[config.mk]
export PLATFORM = sky130hd
export DESIGN_NAME = mixer_gain_sequencer
export DESIGN_NICKNAME = d
export VERILOG_FILES = /design/src/rtl/mixer_gain_sequencer.sv
export SDC_FILE = /design/constraint.sdc
export NUM_CORES = 1
export LEC_CHECK = 0
export CORE_UTILIZATION = 55
export CTS_CLUSTER_DIAMETER = 200
export DETAILED_ROUTE_END_ITERATION = 7
export HOLD_SLACK_MARGIN = 0.03
export PLACE_DENSITY = 0.81
export SLEW_MARGIN = 20
export SYNTH_ARGS = -nofsm -noshare
export SYNTH_HDL_FRONTEND = slang
export SYNTH_SLANG_ARGS = --single-unit
export TNS_END_PERCENT = 5
[constraint.sdc]
create_clock -name clk -period 10.5 [get_ports clk]
set_input_delay 2.1 -clock clk [delete_from_list [all_inputs] [get_ports clk]]
set_output_delay 2.1 -clock clk [all_outputs]
set_load 0.005 [all_outputs]
[src/rtl/mixer_gain_sequencer.sv]
// Four-channel mixer gain sequencer: on each codec frame, every gain steps toward its
// commanded target, one channel per clock, with no wrap and no overshoot.
module mixer_gain_sequencer #(
    parameter int BITSIZE = 24
) (
    input  logic               clk,
    input  logic               resetn,
    input  logic               lrclk,
    input  logic               cmd_valid,
    output logic               cmd_ready,
    input  logic [1:0]         cmd_chan,
    input  logic [BITSIZE-1:0] cmd_gain,
    input  logic [BITSIZE-1:0] cmd_step,
    output logic [BITSIZE-1:0] n1,
    output logic [BITSIZE-1:0] n2,
    output logic [BITSIZE-1:0] n3,
    output logic [BITSIZE-1:0] n4,
    output logic               busy,
    output logic               frame_done,
    output logic               overrun
);
    localparam int CHANNELS = 4;

    typedef enum logic [1:0] {IDLE, SWEEP, DONE} state_t;

    state_t             state_q, state_d;
    logic [1:0]         chanIdx_q, chanIdx_d;
    logic               pending_q, pending_d;
    logic               overrun_q, overrun_d;
    logic               lrSync1_q, lrSync2_q, lrPrev_q;
    logic [BITSIZE-1:0] gain_q   [CHANNELS];
    logic [BITSIZE-1:0] gain_d   [CHANNELS];
    logic [BITSIZE-1:0] target_q [CHANNELS];
    logic [BITSIZE-1:0] target_d [CHANNELS];
    logic [BITSIZE-1:0] step_q   [CHANNELS];
    logic [BITSIZE-1:0] step_d   [CHANNELS];

    logic               tick;
    logic               handshake;
    logic [BITSIZE-1:0] curGain, curTarget, curStep, distance, rampGain;

    assign tick       = lrPrev_q & ~lrSync2_q;
    // Gated by resetn so the block never advertises readiness while held in reset.
    assign cmd_ready  = resetn & (state_q == IDLE);
    assign handshake  = cmd_valid & cmd_ready;
    assign frame_done = (state_q == DONE);
    assign overrun    = overrun_q;
    assign n1         = gain_q[0];
    assign n2         = gain_q[1];
    assign n3         = gain_q[2];
    assign n4         = gain_q[3];

    // The subtraction is only taken when the distance exceeds the step, so it cannot wrap.
    always_comb begin
        curGain   = gain_q[chanIdx_q];
        curTarget = target_q[chanIdx_q];
        curStep   = step_q[chanIdx_q];
        distance  = (curTarget >= curGain) ? (curTarget - curGain) : (curGain - curTarget);
        if ((curStep == '0) || (distance <= curStep)) begin
            rampGain = curTarget;
        end else if (curTarget > curGain) begin
            rampGain = curGain + curStep;
        end else begin
            rampGain = curGain - curStep;
        end
    end

    always_comb begin
        busy = 1'b0;
        for (int i = 0; i < CHANNELS; i++) begin
            busy = busy | (gain_q[i] != target_q[i]);
        end
    end

    always_comb begin
        state_d   = state_q;
        chanIdx_d = chanIdx_q;
        pending_d = pending_q;
        overrun_d = overrun_q | (tick & pending_q);
        gain_d    = gain_q;
        target_d  = target_q;
        step_d    = step_q;

        if (handshake) begin
            target_d[cmd_chan] = cmd_gain;
            step_d[cmd_chan]   = cmd_step;
        end

        case (state_q)
            IDLE: begin
                if (tick || pending_q) begin
                    state_d   = SWEEP;
                    chanIdx_d = 2'd0;
                    pending_d = 1'b0;
                end
            end
            SWEEP: begin
                gain_d[chanIdx_q] = rampGain;
                chanIdx_d         = chanIdx_q + 2'd1;
                if (chanIdx_q == 2'd3) begin
                    state_d = DONE;
                end
                if (tick) begin
                    pending_d = 1'b1;
                end
            end
            DONE: begin
                state_d = IDLE;
                if (tick) begin
                    pending_d = 1'b1;
                end
            end
            default: begin
                state_d = IDLE;
            end
        endcase
    end

    always_ff @(posedge clk) begin
        if (!resetn) begin
            state_q   <= IDLE;
            chanIdx_q <= 2'd0;
            pending_q <= 1'b0;
            overrun_q <= 1'b0;
            lrSync1_q <= 1'b1;
            lrSync2_q <= 1'b1;
            lrPrev_q  <= 1'b1;
            for (int i = 0; i < CHANNELS; i++) begin
                gain_q[i]   <= '0;
                target_q[i] <= '0;
                step_q[i]   <= '0;
            end
        end else begin
            state_q   <= state_d;
            chanIdx_q <= chanIdx_d;
            pending_q <= pending_d;
            overrun_q <= overrun_d;
            lrSync1_q <= lrclk;
            lrSync2_q <= lrSync1_q;
            lrPrev_q  <= lrSync2_q;
            gain_q    <= gain_d;
            target_q  <= target_d;
            step_q    <= step_d;
        end
    end
endmodule

After elaboration in Yosys (flattened, before gate mapping)
Index checks and enable logic that the tools add are counted.

Bits in registers: 297. Input port bits: 54. Output and inout port bits: 100. Logic and storage cells: 91.

Add/sub/neg operators: 5. Order comparisons: 7. Equal/unequal tests: 10. Mux-type cells: 27. Bitwise logic cells: 11. Reductions and logical operators: 12.

Operators by type and width (number): 96-bit bitwise mux (3); 24-bit two-way mux (11); 24-bit binary-select mux with 2-bit select (3); 24-bit demux with 2-bit select (2); 24-bit inequality test (4); 24-bit subtractor (3); 24-bit adder (1); 24-bit >= comparator (1); 24-bit > comparator (1); 24-bit less-or-equal comparator (1); 24-bit logical NOT (1); 2-bit one-hot mux with 2 select lines (2); 3-bit >= comparator (second input constant) (2); 3-bit by 1-bit less-than comparator with 1-bit output (second input constant) (2); 2-bit two-way mux (3); 2-bit inverter with 3-bit output (2); 1-bit AND (4); 2-bit == test (second input constant) (2); 2-bit by 1-bit inequality test with 1-bit output (second input constant) (2); 1-bit OR (4); 2-bit AND reduction (2); 2-bit nonzero test (2); 3-bit AND reduction (1); 2-bit by 1-bit adder with 2-bit output (second input constant) (1); other kinds (9) (12).

Longest topological paths before layout
Gate-level depths: netlist of the first run.

Word-level depth: 10. Gate-level depth with buffers: 35. Mapped depth without buffers: 24.

Least setup slack after synthesis of the first run
OpenSTA, ideal clock, no wires.

Kind: register -> register. Start: register chanIdx_q[0]. End: register gain_q, in the netlist n1[16]. Arrival time: 8.383 ns. Data required time: 10.367 ns. Slack: 1.984 ns. Stages on the path, launching flop included: 33. Path buffers: 12. Clock period less this slack: 8.516 ns. Cells stage by stage: dfxtp_1 -> buf_6 -> buf_6 -> buf_2 -> buf_2 -> clkbuf_1 -> clkbuf_1 -> buf_1 -> mux4_2 -> inv_1 -> ha_1 -> clkbuf_1 -> nand4_1 -> nor3_1 -> a2111oi_1 -> a21oi_1 -> nor2_1 -> buf_2 -> buf_1 -> o21ai_0 -> xor2_1 -> ha_1 -> a21o_1 -> a21o_1 -> a211oi_1 -> o21ai_0 -> a31oi_1 -> o211a_1 -> nor2_1 -> buf_2 -> clkbuf_1 -> a21oi_1 -> a21oi_1.

Word-level cells in the longest chain between the ends: 10. Elaborated cells on any way between the ends: 28. Classes of those cells: add/sub (4); order compare (5); mux (15); bitwise (1); reduce/logical (3).

RTL lines: from (decl) (line 27) `logic [1:0] chanIdx_q, chanIdx_d;`; from (signal assigned) (line 135) `chanIdx_q <= chanIdx_d;`; 2-bit inverter with 3-bit output (implied by the code) *; 24-bit binary-select mux with 2-bit select, on equally long branches (line 55, 56); 24-bit two-way mux, on equally long branches (2 in series) (line 55, 56); 24-bit subtractor / 24-bit >= comparator (equally long branches) (line 58) `distance = (curTarget >= curGain) ? (curTarget - curGain) : (curGain - curTarget);`; 24-bit two-way mux (line 58); 24-bit less-or-equal comparator (line 59) `if ((curStep == '0) || (distance <= curStep)) begin`; 1-bit logical OR (line 59); 24-bit two-way mux (line 59); 96-bit bitwise mux * (line 98) `gain_d[chanIdx_q] = rampGain;`; to (signal assigned) (line 141) `gain_q <= gain_d;`; to (decl) (line 31) `logic [BITSIZE-1:0] gain_q [CHANNELS];`.

Mark *: on every way between the ends. The rest lies on a longest branch, timed or not. The select of a mux whose other input is x is not followed. A chain may end at the register's enable or synchronous reset.

Worst setup path after layout of the first run
Start: register chanIdx_q[0]. End: register gain_q, in the netlist n3[18].

Same word-level chain as after synthesis.

==> results of run 1 <==
worst max-delay path: cells and delay by family (launching register included):
| kind | cells | cell delay, ns |
|---|---|---|
| flip-flops | 1 | 0.95 |
| AND/OR/NAND/NOR | 7 | 2.30 |
| XOR/XNOR | 1 | 0.16 |
| AO/OA/AOI/OAI | 7 | 3.05 |
| buffers and inverters | 3 | 0.78 |
| multiplexers | 2 | 0.81 |
| adder cells (fa/ha/maj) | 2 | 0.78 |
state kept, by name, summed over array words and instances (netlist names):
signal and cells:
chanIdx_q 2, lrSync1_q 1, lrPrev_q 1, pending_q 1, lrSync2_q 1, overrun 1
n4 24, n3 24, state_q 2, step_q 96, n1 24, target_q 96
n2 24
placed cells by master, fill, tap and decap left out, types with 6 or more instances in the layout:
cell type	netlist	final
inv_1	101	101
clkinv_2	0	6
o31ai_1	11	11
o21ai_0	84	84
nor3_1	19	18
nor2b_1	9	9
clkbuf_1	120	9
dfxtp_1	297	295
a221oi_1	7	7
a21oi_1	314	314
and2_1	12	11
mux2i_1	13	13
nor3b_1	6	6
and3_1	14	13
nor2_1	48	46
buf_4	0	23
nand2b_1	45	45
xnor2_1	67	67
nor4_1	20	20
o21bai_1	6	6
o21a_1	10	10
clkdlybuf4s50_1	0	152
a21o_1	24	24
ha_1	103	103
nand4_1	22	22
xor2_1	79	79
a211oi_1	31	31
a31oi_1	10	10
and4_1	6	6
o211a_1	38	38
o211ai_1	11	11
nand2_1	448	447
or3_1	12	11
o21ai_1	8	8
mux2_2	13	13
mux4_2	69	69
clkbuf_16	0	30
nand3_1	28	27
clkbuf_8	0	7
final timing paths:
check                                 end  slack, ns  depth (start not counted)
worst max-delay path               n3[18]       1.48                         22
worst min-delay path            lrSync2_q       0.41                          1
worst max register to register     n3[18]       1.48                         22
worst min register to register  lrSync2_q       0.41                          1
cell families after synthesis:
family | Yosys count | synth area share
xor+xnor | 146 | 0.0702
buf+inv | 239 | 0.0503
fa+ha+maj | 106 | 0.0740
mux | 95 | 0.100
flops | 297 | 0.326
simple gates | 712 | 0.177
compound gates | 604 | 0.202
layout make-up:
class                      instances  area, sq um
clock buffer                      46          881
inverter                         103          392
sequential                       297         5950
timing repair buffer             176         1700
clock inverter                    10          128
fill                            2685        11500
tap                              442          553
multi-input combinational       1663        11400
stage by stage:
step	setup slack [ns]	area (sq um)
2_1_floorplan	1.98	18200
4_1_cts	1.79	21000
6_report	1.48	21000
3_5_place_dp	1.82	20000
3_3_place_gp	2.12	20000
5_1_grt	1.05	21000
power breakdown:
group          internal [uW]  leakage [uW]  switching (uW)
clock network            628      0.000494             473
registers               1170       0.00240            72.1
logic                   1150       0.00536            1870
per-layer routing:
layer / up-vias / wire length, microns
met1: 8488 / 25500
met5: - / 0
li1: 7890 / -
met2: 1159 / 28400
met4: 0 / 3750
met3: 249 / 7530
==> metrics, run 1 <==
Layout Utilization=0.645; drc violations=0; Worst Hold Launch=lrSync1_q; gpl congestion=1.03; row cnt=66; critical path data required time=11.02 ns; total core area=32500 sq um; placed wire-length estimate=between 40000 and 50000 microns; CP most frequent cell=nor2_1; Synth area leader=dfxtp_1; Slew @ Worst Pin=between 1 and 1.5 ns; Crit Path Max Fanout=49; Sink Count=around 300; post-synthesis instance area=about 18000 sq um; Setup crit end kind=flip-flop; Worst VDD drop=256 uV; die height=184 microns; top cell type's share of synthesized area=0.326; GR Util met3=0.0687; Critical path origin=chanIdx_q[0]; Hold Path Class=reg -> reg; io pins=154; Peak Freq=between 100 and 150 MHz; period utilization=0.859; Pwr Density=~260 nW/um^2; RSZ-0062 raised after global routing=false; worst path arrival time=9.54 ns; WL/cell=23.8 microns; post-layout minimum cycle time=approximately 9.0 ns; Antenna Cells=0; placed instance count=2681; Starting Density=0.560; total negative slack=0 ns; Seq/Total Area, Yosys=0.326; CTS tree=yes; global-route layer with the greatest usage=met2; DRT Pass-1 Iters=6; critical path's largest stage delay=between 0.9 and 1 ns; Hold Vio Cnt, Final=0; H-tree depth=1; final std cells w/o fill=approximately 2700; clock skew=between 0.03 and 0.04 ns; via count=~18000; first-pass GRT wire length=98800 microns; Setup CP Type=reg -> reg; initial antenna violation count=0; largest net degree at the start of global routing=121; vias in the first global route=16900; status=finished clean; CP Cell Sequence=mux2_2, o21ai_0, inv_1, ha_1, and3_1, nand3_1, a21oi_1, nor2_1, buf_4, o22ai_1, o221a_2, nor2_1, xor2_1, ha_1, nand4_1, nor2_1, o2111ai_1, o211a_1, nor2_2, buf_4, mux2i_1, o211a_1; wirelength, routed=65100 microns; M1 GR Usage=0.510; GR Overflow Total=0; Yosys reg bits=297; cts repair resizes=0; Post-CTS Setup Bufs=0; most common cell in the netlist=nand2_1; total global-route track usage=0.382; Worst-path clk slew=around 0.060 ns; Top FF cell, synth=dfxtp_1; die area=33900 sq um; Worst Setup Start Kind=flip-flop; met2 usage=0.588; vias per cell=6.50; relative slew slack=0.197; cts bufs inserted=30; Final Max Tran Viols=0; overall power=between 5000 and 6000 uW; Hold Worst Slack=0.411 ns; top cells by area, synth=dfxtp_1 (33%), nand2_1 (9.2%), a21oi_1 (8.6%), mux4_2 (8.5%), ha_1 (7.1%); layout cells sized above 1=0.0767; die width=184 microns; # nets final=2431; Hold-fix buffers, CTS=0; Synth top cells by count=nand2_1 (448), a21oi_1 (314), dfxtp_1 (297); max cap viols=0; DR iter-0 viols=2398; # port buffers=around 150; syn avg cell area=8.29 sq um; syn nets=~2400; RR Startpoint=chanIdx_q[0]; ys async rst share=0; Syn-to-layout area delta=15.2%; Final ANT Viol Nets=0; Leakage=between 0.008 and 0.009 uW; library cells used by synthesis=77; Syn. warnings=0; root buffer cell=clkbuf_16; Clock Latency Late Sink=~0.6 ns; final-report setup violation count=0; Max clock buf depth=3; number of synthesized flops with an enable pin=0; Cells after Synth=around 2200; slowest stage cell, crit path=dfxtp_4
(Power assumes the default switching activity.)
==> inputs of run 2 (changes only) <==
--- a/config.mk
+++ b/config.mk
@@ -5,6 +5,7 @@
 export SDC_FILE = /design/constraint.sdc
 export NUM_CORES = 1
 export LEC_CHECK = 0
+export CAP_MARGIN = 10
 export CORE_UTILIZATION = 55
 export CTS_CLUSTER_DIAMETER = 200
 export DETAILED_ROUTE_END_ITERATION = 7
==> constraint.sdc (replaced) <==
create_clock -name clk -period 10.5 [get_ports clk]
set_input_delay 2.1 -clock clk [delete_from_list [all_inputs] [get_ports clk]]
set_output_delay 2.1 -clock clk [all_outputs]
set_load 0.1 [all_outputs]
==> results of run 2 <==
The final DEF is identical to that of run 1. Status: finished clean.
Among the figures that moved: total power 5370 uW -> 5550 uW
